## config.mk

```make
export PLATFORM = sky130hd
export DESIGN_NAME = secure_lock_ctrl
export DESIGN_NICKNAME = d
export VERILOG_FILES = /design/src/rtl/secure_lock_pkg.sv /design/src/rtl/lock_timer.sv /design/src/rtl/secure_lock_ctrl.sv
export SDC_FILE = /design/constraint.sdc
export NUM_CORES = 1
export LEC_CHECK = 0
export CORE_ASPECT_RATIO = 0.75
export CORE_UTILIZATION = 48
export DETAILED_ROUTE_END_ITERATION = 10
export PLACE_DENSITY = 0.73
export SYNTH_ARGS = -nofsm -noshare
export SYNTH_HDL_FRONTEND = slang
export SYNTH_SLANG_ARGS = --single-unit
```

## constraint.sdc

```tcl
create_clock -name clk -period 1.7 [get_ports clk]
set_clock_uncertainty 0.1 [all_clocks]
set_input_delay 0.17 -clock clk [delete_from_list [all_inputs] [get_ports clk]]
set_output_delay 0.17 -clock clk [all_outputs]
set_load 0.005 [all_outputs]
```

## src/rtl/secure_lock_pkg.sv

```systemverilog
// Shared types and defaults for the secure lock controller: state encoding,
// key width, timer/fail-counter widths and default parameter values.
package secure_lock_pkg;

    localparam int KEY_W   = 6;
    localparam int TIMER_W = 8;
    localparam int FAIL_W  = 4;

    localparam logic [KEY_W-1:0] DEFAULT_KEY         = 6'h2A;
    localparam int               DEFAULT_MAX_FAIL    = 3;
    localparam int               DEFAULT_LOCKOUT_CYC = 16;
    localparam int               DEFAULT_RELOCK_CYC  = 32;

    typedef enum logic [1:0] {
        ST_LOCKED   = 2'd0,
        ST_CHECK    = 2'd1,
        ST_UNLOCKED = 2'd2,
        ST_LOCKOUT  = 2'd3
    } lock_state_t;

    // Saturating increment: the fail count parks at the limit instead of wrapping.
    function automatic logic [FAIL_W-1:0] fail_sat_inc(input logic [FAIL_W-1:0] cnt,
                                                       input logic [FAIL_W-1:0] limit);
        return (cnt >= limit) ? limit : cnt + 4'd1;
    endfunction

endpackage

```

## src/rtl/lock_timer.sv

```systemverilog
// Loadable 8-bit down-counter with terminal-count flag; shared between the
// lockout hold-off and the auto-relock timeout.
module lock_timer
    import secure_lock_pkg::*;
(
    input  logic               clk,
    input  logic               reset,
    input  logic               load,
    input  logic [TIMER_W-1:0] load_value,
    input  logic               enable,
    output logic               done
);

    logic [TIMER_W-1:0] count;

    always_ff @(posedge clk) begin
        if (!reset) begin
            count <= '0;
        end else if (load) begin
            count <= load_value;
        end else if (enable && (count != '0)) begin
            count <= count - 8'd1;
        end
    end

    assign done = (count == '0);

endmodule

```

## src/rtl/secure_lock_ctrl.sv

```systemverilog
// Key-checked lock controller driving a protected register's lock flop.
// Optional auto-relock from UNLOCKED is built when SECURE_LOCK_AUTO_RELOCK_EN is defined.
//
// state       | meaning
// ST_LOCKED   | writes blocked, accepting requests
// ST_CHECK    | request captured, decision issued on leaving this state
// ST_UNLOCKED | writes permitted, accepting requests (relock timer running if built)
// ST_LOCKOUT  | too many failed unlocks, requests refused until the timer expires
module secure_lock_ctrl
    import secure_lock_pkg::*;
#(
    parameter logic [KEY_W-1:0] KEY         = DEFAULT_KEY,
    parameter int               MAX_FAIL    = DEFAULT_MAX_FAIL,
    parameter int               LOCKOUT_CYC = DEFAULT_LOCKOUT_CYC,
    parameter int               RELOCK_CYC  = DEFAULT_RELOCK_CYC
) (
    input  logic             clk,
    input  logic             reset,
    input  logic             req_valid,
    input  logic             req_unlock,
    input  logic [KEY_W-1:0] key_in,
    output logic             req_ready,
    output logic             resp_valid,
    output logic             resp_ok,
    output logic             lock_enable,
    output logic             lock_input,
    output logic             locked_out
);

    localparam logic [FAIL_W-1:0]  FAIL_LIMIT   = FAIL_W'(MAX_FAIL);
    localparam logic [TIMER_W-1:0] LOCKOUT_LOAD = TIMER_W'(LOCKOUT_CYC - 1);
    localparam logic [TIMER_W-1:0] RELOCK_LOAD  = TIMER_W'(RELOCK_CYC - 1);

    lock_state_t        state;
    logic               init_pend;
    logic [FAIL_W-1:0]  fail_cnt;
    logic               req_unlock_q;
    logic [KEY_W-1:0]   key_q;

    logic               accept;
    logic               key_match;
    logic [FAIL_W-1:0]  fail_next;
    logic               fail_hits_limit;
    logic               timer_load;
    logic [TIMER_W-1:0] timer_value;
    logic               timer_enable;
    logic               timer_done;
    logic               relock_due;

    assign accept          = req_valid && req_ready;
    assign key_match       = (key_q == KEY);
    assign fail_next       = fail_sat_inc(fail_cnt, FAIL_LIMIT);
    assign fail_hits_limit = (fail_next == FAIL_LIMIT);

    // Timer is loaded on the decision edge so its count is already valid in the
    // first UNLOCKED or LOCKOUT cycle.
    assign timer_load   = (state == ST_CHECK) && req_unlock_q && (key_match || fail_hits_limit);
    assign timer_value  = key_match ? RELOCK_LOAD : LOCKOUT_LOAD;
    assign timer_enable = (state == ST_LOCKOUT) || (state == ST_UNLOCKED);

`ifdef SECURE_LOCK_AUTO_RELOCK_EN
    assign relock_due = timer_done;
`else
    assign relock_due = 1'b0;
`endif

    lock_timer u_lock_timer (
        .clk        (clk),
        .reset      (reset),
        .load       (timer_load),
        .load_value (timer_value),
        .enable     (timer_enable),
        .done       (timer_done)
    );

    always_ff @(posedge clk) begin
        if (!reset) begin
            state        <= ST_LOCKED;
            init_pend    <= 1'b1;
            fail_cnt     <= '0;
            req_unlock_q <= 1'b0;
            key_q        <= '0;
            req_ready    <= 1'b0;
            resp_valid   <= 1'b0;
            resp_ok      <= 1'b0;
            locked_out   <= 1'b0;
            lock_enable  <= 1'b1;
            lock_input   <= 1'b0;
        end else begin
            resp_valid  <= 1'b0;
            resp_ok     <= 1'b0;
            lock_enable <= 1'b0;
            lock_input  <= 1'b0;

            if (init_pend) begin
                // Second forced write of the lock flop before accepting anything.
                init_pend   <= 1'b0;
                lock_enable <= 1'b1;
                req_ready   <= 1'b0;
                locked_out  <= 1'b0;
            end else begin
                case (state)
                    ST_LOCKED: begin
                        if (accept) begin
                            state        <= ST_CHECK;
                            req_unlock_q <= req_unlock;
                            key_q        <= key_in;
                            req_ready    <= 1'b0;
                        end else begin
                            req_ready <= 1'b1;
                        end
                    end

                    ST_UNLOCKED: begin
                        if (accept) begin
                            state        <= ST_CHECK;
                            req_unlock_q <= req_unlock;
                            key_q        <= key_in;
                            req_ready    <= 1'b0;
                        end else if (relock_due) begin
                            state       <= ST_LOCKED;
                            lock_enable <= 1'b1;
                            req_ready   <= 1'b1;
                        end else begin
                            req_ready <= 1'b1;
                        end
                    end

                    ST_CHECK: begin
                        resp_valid  <= 1'b1;
                        lock_enable <= 1'b1;
                        if (!req_unlock_q) begin
                            state     <= ST_LOCKED;
                            resp_ok   <= 1'b1;
                            req_ready <= 1'b1;
                        end else if (key_match) begin
                            state      <= ST_UNLOCKED;
                            resp_ok    <= 1'b1;
                            lock_input <= 1'b1;
                            fail_cnt   <= '0;
                            req_ready  <= 1'b1;
                        end else begin
                            fail_cnt <= fail_next;
                            if (fail_hits_limit) begin
                                state      <= ST_LOCKOUT;
                                locked_out <= 1'b1;
                                req_ready  <= 1'b0;
                            end else begin
                                state     <= ST_LOCKED;
                                req_ready <= 1'b1;
                            end
                        end
                    end

                    ST_LOCKOUT: begin
                        if (timer_done) begin
                            state      <= ST_LOCKED;
                            fail_cnt   <= '0;
                            locked_out <= 1'b0;
                            req_ready  <= 1'b1;
                        end else begin
                            req_ready <= 1'b0;
                        end
                    end

                    default: begin
                        state     <= ST_LOCKED;
                        req_ready <= 1'b0;
                    end
                endcase
            end
        end
    end

endmodule

```

==> flow_summary_export.csv <==
group,metric,value,unit
power_and_ir_drop,p_switching,0.247,mW
sta,fmax,571,MHz
floorplan,start_util,0.504,
power_and_ir_drop,vdd_drop_max,653,µV
sta,hold_viol_final,0,
sta,setup_viol,4,
clock_tree,cts_root_buf,"clkbuf_4",
floorplan,rows,16,
routing,drtAntennaViolNets,0,
routing,wirelength,3040,µm
critical_path,slowest_delay,0.36,ns
yosys,synthFlopType,"dfxtp_1",
layout,num_antenna_cells,0,
sta,finalCritPeriodShare,1.03,
routing,viasPerCell,5.55,
floorplan,die_y,47.3,µm
floorplan,fp.dieW,62.4,µm
grt,grt_max_degree,17,
layout,fill_cells,196,
job,drv_cap,0,
placement,numPortBuffers,15,
sta,min_period,1.75,ns
floorplan,coreArea,2600,µm²
run_status,violations,"setup timing",
power_and_ir_drop,comb_power_share,0.059,
critical_path,cp-start-kind,"flip-flop",
layout,layout-drive-gt1-share,0.261,
critical_path,worstPathArrival,1.89,ns
yosys,synth_seq_area_share,0.427,
routing,num_vias,1115,
layout,area_growth,34.0,%
critical_path,criticalPathCategory,"reg -> reg",
clock_tree,htree_levels,1,
placement,finalWeightedCongestion,0.808,
layout,nets,179,
routing,route.detailed.wl_per_inst,15.1,µm
clock_tree,cts_made_buffers,3,
sta,worst_slew_pin_slew,0.391,ns
critical_path,worstSetupEndpointType,"flip-flop",
critical_path,crit_path_cell_trace,"inv_4 -> ha_2 -> nor3b_4 -> a21oi_4 -> or2_0 -> o221a_1",
yosys,synth_nets,147,
floorplan,io_pins,16,
clock_tree,clockBufferDepth,2,
placement,dp.cells,195,
power_and_ir_drop,switching_share,0.207,
power_and_ir_drop,power_density,677,nW/µm²
sta,rsz0062_at_grt,"yes",
routing,dr.pass1.iters,4,
grt,grt_pass1_vias,996,
routing,drt_iter0_markers,93,
sta,drv_slew,0,
yosys,synth.avg_cell_area,9.79,µm²
yosys,synth.area.top_cells,"dfxtp_1, mux2i_1, nor2_1",
layout,layout_common_cells,"dfxtp_1, clkdlybuf4s50_1, nor2_1",
power_and_ir_drop,seqPwrFrac,0.565,
clock_tree,cts_tree,"yes",
layout,final-seq-area,563,µm²
critical_path,critPathSlowestCell,"dfxtp_2",
critical_path,crit_required,1.84,ns
floorplan,dieArea,2950,µm²
yosys,ys_seq_elements,28,
sta,relSlewSlack,0.732,
yosys,synth_area,1310,µm²
grt,antenna_found_initial,0,
power_and_ir_drop,clock_power_share,0.376,
yosys,netlist_instances,134,
yosys,synth.largest_area_cell,"dfxtp_1",
run_status,status,"finished, violations left",
yosys,synth_top_area_share,0.427,
routing,drc,0,
clock_tree,clock-sinks,28,
layout,fin_area,1760,µm²
sta,setup_ws,-0.0521,ns
yosys,ys.warnings.count,0,
grt,grt_use_total,0.215,
grt,grt_overflow,0,
placement,hpwlAfterDp,2010,µm
yosys,synth_cell_types,45,
placement,place_ws,-0.0291,ns
critical_path,r2r_slack,-0.05,ns
yosys,async_flop_share,0,
layout,postLayoutCoreUtil,0.676,
power_and_ir_drop,leakage,0.631,nW
power_and_ir_drop,power.internal,0.944,mW
yosys,synth_edf_count,0,
clock_tree,clk_pin_slew_worst_paths,0.17,ns
layout,multi_input_area,790,µm²
grt,grt_first_pass_wirelength,4790,µm
min_path,hold_class,"in -> reg",
sta,worst_hold_slack,0.316,ns
layout,final_common_cell,"dfxtp_1",
layout,fin_cells,201,
critical_path,critPathMaxFanout,5,
clock_tree,clk_latency,0.34,ns
placement,dpl_cell_area,1600,µm²
==> logic make-up after synthesis <==
logic type | share of synthesized area
adders and majority gates | 0.0286
and+or+nand+nor | 0.201
muxes | 0.0610
AOI/OAI and AO/OA | 0.214
xor gates and xnor gates | 0.0334
DFF | 0.427
buffers and inverters | 0.0343
==> layer usage <==
metal  routed length [µm]  share of wire  global-route usage
met1                 1400           0.46               0.283
met2                 1480           0.49               0.371
met3                  141          0.046              0.0534
met4                   21         0.0069              0.0419
met5                    0              0                   0
==> synthesized netlist by cell type, types with 2 or more instances <==
library cell and count:
o21ai_1 2, nor2b_1 2, ha_1 3, a21o_1 2, nand2_1 7, mux2i_1 8, o21a_1 6, o21ai_0 2
inv_1 9, nand2b_1 3, a21oi_2 2, dfxtp_1 28, nor2_1 14, a211oi_1 2, a21oi_1 5, nor3_1 3
nor3_2 2, xnor2_1 4, clkbuf_1 3, o2111ai_1 2
==> repair_timing <==
| action | CTS | global route |
|---|---|---|
| setup buffers | 1 | 1 |
| pin swaps | 1 | 7 |
| hold buffers | 0 | 0 |
| gates resized for setup | 2 | 18 |
| setup endpoints to repair | 5 | 12 |
| gates cloned | 0 | 0 |
==> critical path, delay by kind of cell, from the launching register on <==
kind            cells  cell delay (ns)
fa+ha+maj           1             0.19
buf+inv             1             0.07
compound gates      2             0.36
flops               1             0.36
simple gates        2             0.58
==> final timing paths <==
kind / from / end / cells after the start
max: u_lock_timer.count[0] / u_lock_timer.count[4] / 6
max reg2reg: u_lock_timer.count[0] / u_lock_timer.count[4] / 6
min: req_unlock / req_unlock_q / 3
min reg2reg: fail_cnt[3] / fail_cnt[3] / 2
==> registers in the layout, summed over array words and instances (netlist names), 2 cells and up <==
register / cells
state: 2
key_q: 6
u_lock_timer.count: 8
fail_cnt: 4
==> power groups by stage <==
stage	Combinational, mW	Sequential, mW	Clock (mW)
3_3_place_gp	0.0662	0.687	0
5_1_grt	0.0761	0.675	0.481
4_1_cts	0.0680	0.673	0.455
2_1_floorplan	0.0299	0.684	0
6_report	0.0700	0.673	0.448
3_5_place_dp	0.0677	0.687	0
==> per-stage QoR <==
step	power [mW]	setup TNS, ns
after global routing	1.23	-0.404
after global placement	0.753	0
after floorplan	0.714	0
final	1.19	-0.155
after detailed placement	0.755	-0.0542
after CTS	1.20	-0.0352
==> layout make-up <==
cell class / instances / share of cell area
sequential: 28 / 0.320
inverter: 9 / 0.0220
clock inverter: 1 / 0.0171
tap: 36 / 0.0256
timing repair buffer: 30 / 0.154
clock buffer: 3 / 0.0128
multi-input combinational: 94 / 0.449
Note: power is estimated with default switching activity, not from simulation.
